<file path="config.mk">
export PLATFORM = sky130hd
export DESIGN_NAME = set_bit_scanner_flat
export DESIGN_NICKNAME = d
export VERILOG_FILES = /design/src/rtl/set_bit_scanner_pkg.sv /design/src/rtl/set_bit_scanner_if.sv /design/src/rtl/set_bit_scanner_lowest_set_bit_encoder.sv /design/src/rtl/set_bit_scanner.sv /design/src/flat_wrapper.sv
export SDC_FILE = /design/constraint.sdc
export NUM_CORES = 1
export LEC_CHECK = 0
export CORE_MARGIN = 2
export CORE_UTILIZATION = 57
export DETAILED_ROUTE_END_ITERATION = 10
export DONT_BUFFER_PORTS = 1
export HOLD_SLACK_MARGIN = 0.03
export PLACE_DENSITY = 0.8
export SLEW_MARGIN = 10
export SYNTH_ARGS = -nofsm -noshare
export SYNTH_HDL_FRONTEND = slang
export SYNTH_HIERARCHICAL = 1
export SYNTH_SLANG_ARGS = --single-unit
</file>
<file path="constraint.sdc">
create_clock -name clock -period 6.1 [get_ports clock]
set_input_delay 0.915 -clock clock [delete_from_list [all_inputs] [get_ports clock]]
set_output_delay 0.915 -clock clock [all_outputs]
set_load 0.01 [all_outputs]
</file>
<file path="src/rtl/set_bit_scanner_pkg.sv">
// Shared widths and FSM state encoding for the set-bit scanner.
package set_bit_scanner_pkg;

  localparam int unsigned WIDTH = 32;
  localparam int unsigned IDX_W = 5;
  localparam int unsigned CNT_W = IDX_W + 1;

  typedef enum logic [1:0] {
    ST_IDLE = 2'd0,
    ST_SCAN = 2'd1,
    ST_DONE = 2'd2
  } state_e;

endpackage

</file>
<file path="src/rtl/set_bit_scanner_if.sv">
// Load / index-stream / completion bundle between a consumer and the scanner.
interface set_bit_scanner_if;
  import set_bit_scanner_pkg::*;

  logic             start;
  logic [WIDTH-1:0] data_in;
  logic             ready;
  logic             idx_valid;
  logic [IDX_W-1:0] idx;
  logic             idx_ready;
  logic             done;
  logic [CNT_W-1:0] count;

  modport master (
    output start, data_in, idx_ready,
    input  ready, idx_valid, idx, done, count
  );

  modport slave (
    input  start, data_in, idx_ready,
    output ready, idx_valid, idx, done, count
  );

endinterface

</file>
<file path="src/rtl/set_bit_scanner_lowest_set_bit_encoder.sv">
// Combinational lowest-set-bit finder: index, one-hot mask and empty flag.
// Pairs are merged level by level, so depth is log2(WIDTH) 2:1 stages.
module lowest_set_bit_encoder
  import set_bit_scanner_pkg::*;
(
  input  logic [WIDTH-1:0] vec_i,
  output logic [IDX_W-1:0] idx_o,
  output logic [WIDTH-1:0] mask_o,
  output logic             none_o
);

  logic [WIDTH-1:0] v_c;
  logic [IDX_W-1:0] ix_c [WIDTH];

  // In-place reduction: node n of level l reads nodes 2n/2n+1 of level l-1.
  always_comb begin
    v_c = vec_i;
    for (int n = 0; n < WIDTH; n++) begin
      ix_c[IDX_W'(n)] = '0;
    end
    for (int l = 1; l <= IDX_W; l++) begin
      for (int n = 0; n < (WIDTH >> l); n++) begin
        ix_c[IDX_W'(n)] = v_c[IDX_W'(2*n)] ? ix_c[IDX_W'(2*n)]
                        : (ix_c[IDX_W'(2*n+1)] | IDX_W'(1 << (l-1)));
        v_c[IDX_W'(n)]  = v_c[IDX_W'(2*n)] | v_c[IDX_W'(2*n+1)];
      end
    end
  end

  assign idx_o  = ix_c[0];
  assign none_o = ~v_c[0];
  assign mask_o = none_o ? '0 : (WIDTH'(1) << idx_o);

endmodule

</file>
<file path="src/rtl/set_bit_scanner.sv">
// Walks a loaded word and streams the index of each set bit, lowest first,
// then pulses done with the number of beats transferred.
module set_bit_scanner
  import set_bit_scanner_pkg::*;
(
  input  logic               clock,
  input  logic               reset,
  set_bit_scanner_if.slave   bus
);

  state_e           state_q, state_d;
  logic [WIDTH-1:0] rem_q, rem_d;
  logic [WIDTH-1:0] mask_q;
  logic [CNT_W-1:0] count_q, count_d;
  logic [IDX_W-1:0] idx_q;
  logic             ready_q, idx_valid_q, done_q;
  logic             ready_d, idx_valid_d, done_d;

  logic [IDX_W-1:0] enc_idx;
  logic [WIDTH-1:0] enc_mask;
  logic             enc_none;

  // Encoder looks at the next remaining word so idx/mask are ready as registers.
  lowest_set_bit_encoder u_enc (
    .vec_i  (rem_d),
    .idx_o  (enc_idx),
    .mask_o (enc_mask),
    .none_o (enc_none)
  );

  // Remaining-word and beat-count update.
  always_comb begin
    rem_d   = rem_q;
    count_d = count_q;
    case (state_q)
      ST_IDLE: begin
        if (bus.start) begin
          rem_d   = bus.data_in;
          count_d = '0;
        end
      end
      ST_SCAN: begin
        if (bus.idx_ready) begin
          rem_d   = rem_q & ~mask_q;
          count_d = count_q + CNT_W'(1);
        end
      end
      default: ;
    endcase
  end

  // Next state and next registered outputs.
  always_comb begin
    state_d = state_q;
    case (state_q)
      ST_IDLE: if (bus.start) state_d = enc_none ? ST_DONE : ST_SCAN;
      ST_SCAN: if (bus.idx_ready && enc_none) state_d = ST_DONE;
      ST_DONE: state_d = ST_IDLE;
      default: state_d = ST_IDLE;
    endcase
    ready_d     = (state_d == ST_IDLE);
    idx_valid_d = (state_d == ST_SCAN);
    done_d      = (state_d == ST_DONE);
  end

  always_ff @(posedge clock) begin
    if (reset) begin
      state_q     <= ST_IDLE;
      rem_q       <= '0;
      mask_q      <= '0;
      count_q     <= '0;
      idx_q       <= '0;
      ready_q     <= 1'b1;
      idx_valid_q <= 1'b0;
      done_q      <= 1'b0;
    end else begin
      state_q     <= state_d;
      rem_q       <= rem_d;
      mask_q      <= enc_mask;
      count_q     <= count_d;
      idx_q       <= enc_idx;
      ready_q     <= ready_d;
      idx_valid_q <= idx_valid_d;
      done_q      <= done_d;
    end
  end

  assign bus.ready     = ready_q;
  assign bus.idx_valid = idx_valid_q;
  assign bus.idx       = idx_q;
  assign bus.done      = done_q;
  assign bus.count     = count_q;

endmodule

</file>
<file path="src/flat_wrapper.sv">
// flat-port wrapper written by rule: the top's interface ports become plain ports
module set_bit_scanner_flat import set_bit_scanner_pkg::*;
  (clock, reset, bus_start, bus_data_in, bus_idx_ready, bus_ready, bus_idx_valid, bus_idx, bus_done, bus_count);
  set_bit_scanner_if bus_i ();
  input  logic clock;
  input  logic reset;
  input wire logic [$bits(bus_i.start)-1:0] bus_start;
  input wire logic [$bits(bus_i.data_in)-1:0] bus_data_in;
  input wire logic [$bits(bus_i.idx_ready)-1:0] bus_idx_ready;
  output wire logic [$bits(bus_i.ready)-1:0] bus_ready;
  output wire logic [$bits(bus_i.idx_valid)-1:0] bus_idx_valid;
  output wire logic [$bits(bus_i.idx)-1:0] bus_idx;
  output wire logic [$bits(bus_i.done)-1:0] bus_done;
  output wire logic [$bits(bus_i.count)-1:0] bus_count;
  assign bus_i.start = bus_start;
  assign bus_i.data_in = bus_data_in;
  assign bus_i.idx_ready = bus_idx_ready;
  assign bus_ready = bus_i.ready;
  assign bus_idx_valid = bus_i.idx_valid;
  assign bus_idx = bus_i.idx;
  assign bus_done = bus_i.done;
  assign bus_count = bus_i.count;
  set_bit_scanner u_core (.clock(clock), .reset(reset), .bus(bus_i));
endmodule
</file>
==> metrics.cfg, run 1 <==
[synth]
netlist_area_um2=2210
syn_nets=268
syn_inst=231
avgSynthCellArea_um2=9.55
yosys_warnings=6

[finish]
drive_gt1_frac=0.0972
diodes=0
syn_to_final_growth_pct=0.567
nets=252

[clock_network]
cts-root-buf=clkbuf_8
postCtsSetupRepairBufs=0
clkSinkCount=48
cts_tree=built
clockBufferDepth=2
h-tree-depth=2
path_clk_slew_ns=0.08
hold_buffers=0
clk_latency_ns=0.30
cts-resized-gates=0
numCtsBuffers=5

[timing]
fmax_mhz=308
period_minus_slack_ns=3.25
clock_skew_ns=0.00929
drv_slew=0
final-setup-viol-count=0
maxSlewHeadroom=0.640
fin_tns_setup_ns=0
period_share=0.532
hold_violations=0
worst_slack_ns=2.85
rsz0062_at_grt=no
worst_pin_slew_ns=0.525

[floorplan]
placementRows=22
die-area_um2=4390
fp.dieH_um=66.2
die_x_um=66.2
initial_utilization=0.598
coreArea_um2=3690
ios=50

[global_route]
grt_pass1_wl_um=6390
top_usage_layer=met2
grt_util_all_layers=0.192
grt_antenna_before_repair=0
grt_pass1_vias=1401
grt_overflow=0
grt.met2_usage=0.283
use_met1=0.254
use_met3=0.0664
grt_max_degree=48

[min_path]
hold_class=reg2reg
holdCritStartpoint=u_core/mask_q[3]$_SDFF_PP0_

[setup_path]
crit_buf_inv=2
setup.worst_path.start_class=input pin
crit_type=in2reg
r2r-start=u_core/state_q[0]$_SDFF_PP0_
worstSetupEndpointType=flop
cp.depth=11
crit_required_ns=6.33
ff2ff_setup_slack_ns=2.91
worstPathArrival_ns=3.48
cp_slowest_cell=or4_1
cp_top_family=simple AND/OR/NAND/NOR gates
cpPeakStageDelay_ns=0.74
reg2reg_depth=9
crit_start=bus_start
cp_max_fo=18
reg2reg_to=u_core/mask_q[13]$_SDFF_PP0_
path_cells=nor3b_2 -> buf_4 -> mux2i_1 -> a21oi_1 -> or4_1 -> nor2_8 -> o41ai_2 -> o311ai_4 -> inv_6 -> nor3_1 -> nor2b_1
crit_end=u_core/mask_q[13]$_SDFF_PP0_

[detailed_routing]
drc=0
routed_via_density=5.89
vias=1556
wire_per_inst_um=14.3
ant_nets=0
first_iter_violations=163
dr.pass1.iters=4
drt-total-wl_um=3770

[power]
vdd_drop_max_uv=125
p_leak_nw=0.801
powerDensity_nw_per_um2=299

[outcome]
outcome=completed

[placement]
dp_hpwl_um=2510
portBuffers=0
dp_slack_ns=2.54
gp_congestion=0.741

[flow_run]
drv_cap=0

-- metal layers --
metal | vias to the layer above | part of all wire
met2 | 41 | 0.45
met4 | 0 | 0.016
met5 | - | 0
met1 | 719 | 0.47
met3 | 7 | 0.059
li1 | 789 | -
-- final cells by class --
type | instances | area, um2
multi-input cells | 154 | 1060
repair buffers | 1 | 7.51
fillers | 309 | 1470
clock inverters | 2 | 35.0
clock buffers | 6 | 72.6
inverters | 5 | 23.8
flip-flops and latches | 48 | 961
well taps | 48 | 60.1
-- per-stage QoR --
stage | cell area, um2 | util | power, mW | instances | hold WS [ns]
2_1_floorplan | 2210 | - | 0.445 | 231 | 0.417
3_3_place_gp | 2110 | 0.573 | 0.445 | 256 | 0.411
3_5_place_dp | 2110 | 0.573 | 0.447 | 256 | 0.418
4_1_cts | 2220 | 0.602 | 0.669 | 264 | 0.431
5_1_grt | 2220 | 0.602 | 0.698 | 264 | 0.444
6_report | 2220 | 0.602 | 0.663 | 264 | 0.429
-- cell usage in the layout, fill, tap and decap left out, types with 3 or more instances in the layout --
cell,count
nand3_1,3
o21ai_0,7
a21oi_1,26
nor2b_1,23
clkbuf_8,5
nand2_1,3
nor2_1,8
mux2i_1,17
a211oi_1,13
nor3_1,19
inv_1,4
or4_1,5
dfxtp_1,48
nor4b_1,3
-- where the power goes --
part           internal [mW]  leakage (nW)  switching [mW]
sequential             0.329         0.392         0.00986
combinational         0.0376         0.354          0.0636
clock                  0.122        0.0552           0.101
-- sequential cells by signal, indices dropped and copies added, names as in the netlist --
name                  cells
u_core/bus.count          6
u_core/bus.idx            5
u_core/rem_q             16
u_core/mask_q            16
u_core/bus.idx_valid      1
u_core/bus.done           1
u_core/bus.ready          1
u_core/state_q            2
-- worst reg2reg max path: stages (launching register included) --
cell and delay [ns]:
dfxtp_1 0.52, and3b_2 0.61, a21oi_1 0.30, or4_1 0.74, nor2_8 0.19, o41ai_2 0.11, o311ai_4 0.19, inv_6 0.09
nor3_1 0.18, nor2b_1 0.16
-- worst min-delay path by stage --
stage,endpoint,cells past startpoint
6_report,u_core/rem_q[3]$_SDFF_PP0_,1
5_1_grt,u_core/rem_q[2]$_SDFF_PP0_,1
2_1_floorplan,u_core/rem_q[12]$_SDFF_PP0_,1
3_5_place_dp,u_core/rem_q[11]$_SDFF_PP0_,1
4_1_cts,u_core/rem_q[11]$_SDFF_PP0_,1
3_3_place_gp,u_core/rem_q[3]$_SDFF_PP0_,1
No activity file was read; power rests on OpenSTA's default activity.
==> run 2: changes to the inputs <==
clock period = 3.05 ns   (was 6.1 ns; I/O delays follow)
==> metrics.cfg, run 2 (synthesized netlist as in run 1, its figures left out) <==
[outcome]
outcome=completed

[clock_network]
path_clk_slew_ns=0.08
cts-resized-gates=0
clk_latency_ns=0.30
numCtsBuffers=5
h-tree-depth=2
clkSinkCount=48
cts-root-buf=clkbuf_8
hold_buffers=0
clockBufferDepth=2
postCtsSetupRepairBufs=0
cts_tree=built

[setup_path]
crit_buf_inv=2
setup.worst_path.start_class=flop
ff2ff_setup_slack_ns=0.24
cp.depth=11
cpPeakStageDelay_ns=0.65
cp_slowest_cell=or4_1
worstPathArrival_ns=3.05
r2r-start=u_core/state_q[0]$_SDFF_PP0_
crit_required_ns=3.29
cp_top_family=simple AND/OR/NAND/NOR gates
crit_end=u_core/mask_q[4]$_SDFF_PP0_
path_cells=nor3b_4 -> buf_12 -> mux2i_1 -> a21oi_1 -> or4_1 -> nor2_8 -> o41ai_2 -> o311ai_4 -> inv_6 -> nor3_1 -> nor2b_1
cp_max_fo=10
worstSetupEndpointType=flop
crit_type=reg2reg
crit_start=u_core/state_q[0]$_SDFF_PP0_
reg2reg_depth=11
reg2reg_to=u_core/mask_q[4]$_SDFF_PP0_

[global_route]
grt_max_degree=48
grt_antenna_before_repair=0
grt_overflow=0
grt_util_all_layers=0.203
top_usage_layer=met2
use_met1=0.258
use_met3=0.0630
grt_pass1_vias=1560
grt_pass1_wl_um=6750
grt.met2_usage=0.316

[timing]
final-setup-viol-count=0
period_share=0.920
fin_tns_setup_ns=0
hold_violations=0
worst_pin_slew_ns=0.585
drv_slew=0
period_minus_slack_ns=2.81
holdWs_ns=0.219
fmax_mhz=356
rsz0062_at_grt=no
maxSlewHeadroom=0.599
clock_skew_ns=0.00407

[power]
powerDensity_nw_per_um2=546
vdd_drop_max_uv=222
p_leak_nw=0.868

[floorplan]
ios=50
initial_utilization=0.598
placementRows=22
fp.dieH_um=66.2
die-area_um2=4390
die_x_um=66.2
coreArea_um2=3690

[finish]
nets=266
final_cell_mix=dfxtp_1 (48), a21oi_1 (26), nor2b_1 (23)
drive_gt1_frac=0.162
diodes=0
fillers=311
syn_to_final_growth_pct=5.95
final_util=0.634
layout_commonest_cell=dfxtp_1

[detailed_routing]
routed_via_density=5.77
drc=0
dr.pass1.iters=4
wire_per_inst_um=14.5
drt-total-wl_um=4010
vias=1598
first_iter_violations=56
ant_nets=0

[placement]
dp_hpwl_um=2780
portBuffers=0
gp_congestion=0.809

[min_path]
hold_class=in2reg

[flow_run]
drv_cap=0

## run 2: worst min-delay path by stage
| stage | cells past startpoint | startpoint | end | slack, ns |
|---|---|---|---|---|
| after floorplan | 1 | u_core/mask_q[12]$_SDFF_PP0_ | u_core/rem_q[12]$_SDFF_PP0_ | 0.42 |
| after global placement | 1 | u_core/mask_q[11]$_SDFF_PP0_ | u_core/rem_q[11]$_SDFF_PP0_ | 0.41 |
| after detailed placement | 1 | u_core/mask_q[3]$_SDFF_PP0_ | u_core/rem_q[3]$_SDFF_PP0_ | 0.42 |
| after CTS | 1 | reset | u_core/rem_q[1]$_SDFF_PP0_ | 0.20 |
| after global routing | 1 | reset | u_core/rem_q[1]$_SDFF_PP0_ | 0.20 |
| final | 1 | reset | u_core/bus.count[1]$_SDFFE_PP0P_ | 0.22 |
## run 2: routing by layer
layer	wire, um	part of all wire
met2	1770	0.44
met3	225	0.056
met4	77	0.019
met5	0	0
met1	1940	0.48
## run 2: metrics by stage
stage,setup slack (ns),power (mW),instance area [um2],instances
2_1_floorplan,0.367,0.890,2210,231
3_3_place_gp,0.0972,0.921,2240,270
3_5_place_dp,0.0905,0.927,2240,270
4_1_cts,0.119,1.28,2320,277
5_1_grt,0.0196,1.34,2340,277
6_report,0.245,1.28,2340,277
## run 2: where the power goes
| group | total [mW] | internal [mW] | switching, mW | leakage (nW) |
|---|---|---|---|---|
| clock network | 0.355 | 0.156 | 0.199 | 0.0410 |
| logic | 0.245 | 0.106 | 0.139 | 0.435 |
| registers | 0.676 | 0.659 | 0.0176 | 0.392 |
## run 2: cell type report
class / instances / area (um2) / share of cell area
clock buffer: 6 / 72.6 / 0.0310
timing repair buffer: 15 / 138 / 0.0589
clock inverter: 1 / 5.00 / 0.00214
sequential: 48 / 961 / 0.411
inverter: 5 / 23.8 / 0.0102
multi-input combinational: 154 / 1080 / 0.461
tap: 48 / 60.1 / 0.0257
==> run 3: changes to the inputs <==
REMOVE_ABC_BUFFERS = 1   (was not set)
==> metrics.cfg, run 3 (synthesized netlist as in run 1, its figures left out) <==
[placement]
portBuffers=0
dp_hpwl_um=2890
dp_cells=271
gp_congestion=0.796

[clock_network]
clockBufferDepth=2
path_clk_slew_ns=0.09
clkSinkCount=48
h-tree-depth=2
cts-root-buf=clkbuf_8
cts_tree=built
clk_latency_ns=0.30
numCtsBuffers=5

[setup_path]
cp_max_fo=8
ff2ff_setup_slack_ns=0.17
cp_top_family=simple AND/OR/NAND/NOR gates
crit_start=u_core/state_q[1]$_SDFF_PP0_
crit_buf_inv=2
r2r-start=u_core/state_q[1]$_SDFF_PP0_
cp_slowest_cell=or4_1
reg2reg_to=u_core/mask_q[5]$_SDFF_PP0_
reg2reg_depth=11
path_cells=nor3b_4 -> buf_12 -> mux2i_1 -> a21oi_1 -> or4_1 -> nor2_8 -> o41ai_2 -> o311ai_4 -> inv_6 -> nor3_1 -> nor2b_1
setup.worst_path.start_class=flop
crit_required_ns=3.28
cpPeakStageDelay_ns=0.65
crit_type=reg2reg
worstSetupEndpointType=flop
worstPathArrival_ns=3.11

[floorplan]
die-area_um2=4390
initial_utilization=0.598
placementRows=22
ios=50
fp.dieH_um=66.2
coreArea_um2=3690
die_x_um=66.2

[timing]
holdWs_ns=0.218
clock_skew_ns=0.00802
rsz0062_at_grt=no
worst_pin_slew_ns=0.591
hold_violations=0
fmax_mhz=347
period_share=0.944
period_minus_slack_ns=2.88
final-setup-viol-count=0
drv_slew=0
maxSlewHeadroom=0.605

[finish]
multi_input_area_um2=1070
drive_gt1_frac=0.169
final_cell_mix=dfxtp_1 (48), a21oi_1 (26), nor2b_1 (23)
nets=267
layout.cells.non_filler=279
seq_area_um2=961
layout_commonest_cell=dfxtp_1
final_util=0.651
diodes=0
syn_to_final_growth_pct=8.79
fillers=330

[min_path]
holdCritStartpoint=reset
holdPathEnd=u_core/rem_q[1]$_SDFF_PP0_
holdPathStages=1
hold_class=in2reg

[global_route]
grt_overflow=0
grt_max_degree=48
grt_pass1_wl_um=6780
grt_util_all_layers=0.206
grt_pass1_vias=1514
grt_antenna_before_repair=0

[power]
p_leak_nw=0.898
powerDensity_nw_per_um2=591
vdd_drop_max_uv=388

[detailed_routing]
drt-total-wl_um=4200
routed_via_density=5.85
dr.pass1.iters=4
wire_per_inst_um=15.1
first_iter_violations=37
drc=0
vias=1633
ant_nets=0

[flow_run]
drv_cap=0

[outcome]
outcome=completed

==> run 3: final cells by class <==
class | count | area share
sequential | 48 | 0.400
inverter | 5 | 0.00990
clock inverter | 1 | 0.0125
timing repair buffer | 16 | 0.0657
clock buffer | 7 | 0.0401
multi-input combinational | 154 | 0.447
tap | 48 | 0.0250
==> run 3: timing repair <==
action | in CTS | in global routing
setup buffers | 0 | 0
hold buffers | 0 | 0
setup endpoints to repair | 0 | 3
gates resized for setup | 0 | 2
==> run 3: power breakdown <==
| part | internal, mW | switching (mW) |
|---|---|---|
| registers | 0.659 | 0.0177 |
| clock network | 0.289 | 0.199 |
| logic | 0.112 | 0.144 |
| total | 1.06 | 0.360 |
==> run 3: worst max-delay path by stage <==
stage	endpoint	slack [ns]	depth (start not counted)
3_5_place_dp	u_core/mask_q[5]$_SDFF_PP0_	0.10	11
5_1_grt	u_core/mask_q[13]$_SDFF_PP0_	0.009	11
4_1_cts	u_core/mask_q[5]$_SDFF_PP0_	0.15	11
2_1_floorplan	u_core/mask_q[12]$_SDFF_PP0_	-0.35	10
6_report	u_core/mask_q[5]$_SDFF_PP0_	0.17	11
3_3_place_gp	u_core/mask_q[4]$_SDFF_PP0_	0.17	11
==> run 3: metal layers <==
metal  GRT usage  wire [um]  vias up  part of all wire
li1            -          -      820                 -
met1       0.244       1920      760              0.46
met2       0.344       1970       47              0.47
met3      0.0647        246        6             0.059
met4      0.0842         58        0             0.014
met5           0          0        -                 0
==> run 3: metrics by stage <==
stage	instance area, um2	power (mW)	setup WS [ns]	setup TNS (ns)
6_report	2400	1.42	0.170	0
3_5_place_dp	2270	0.942	0.102	0
2_1_floorplan	2040	0.856	-0.348	-4.78
3_3_place_gp	2270	0.934	0.174	0
5_1_grt	2400	1.48	0.00863	0
4_1_cts	2390	1.43	0.147	0
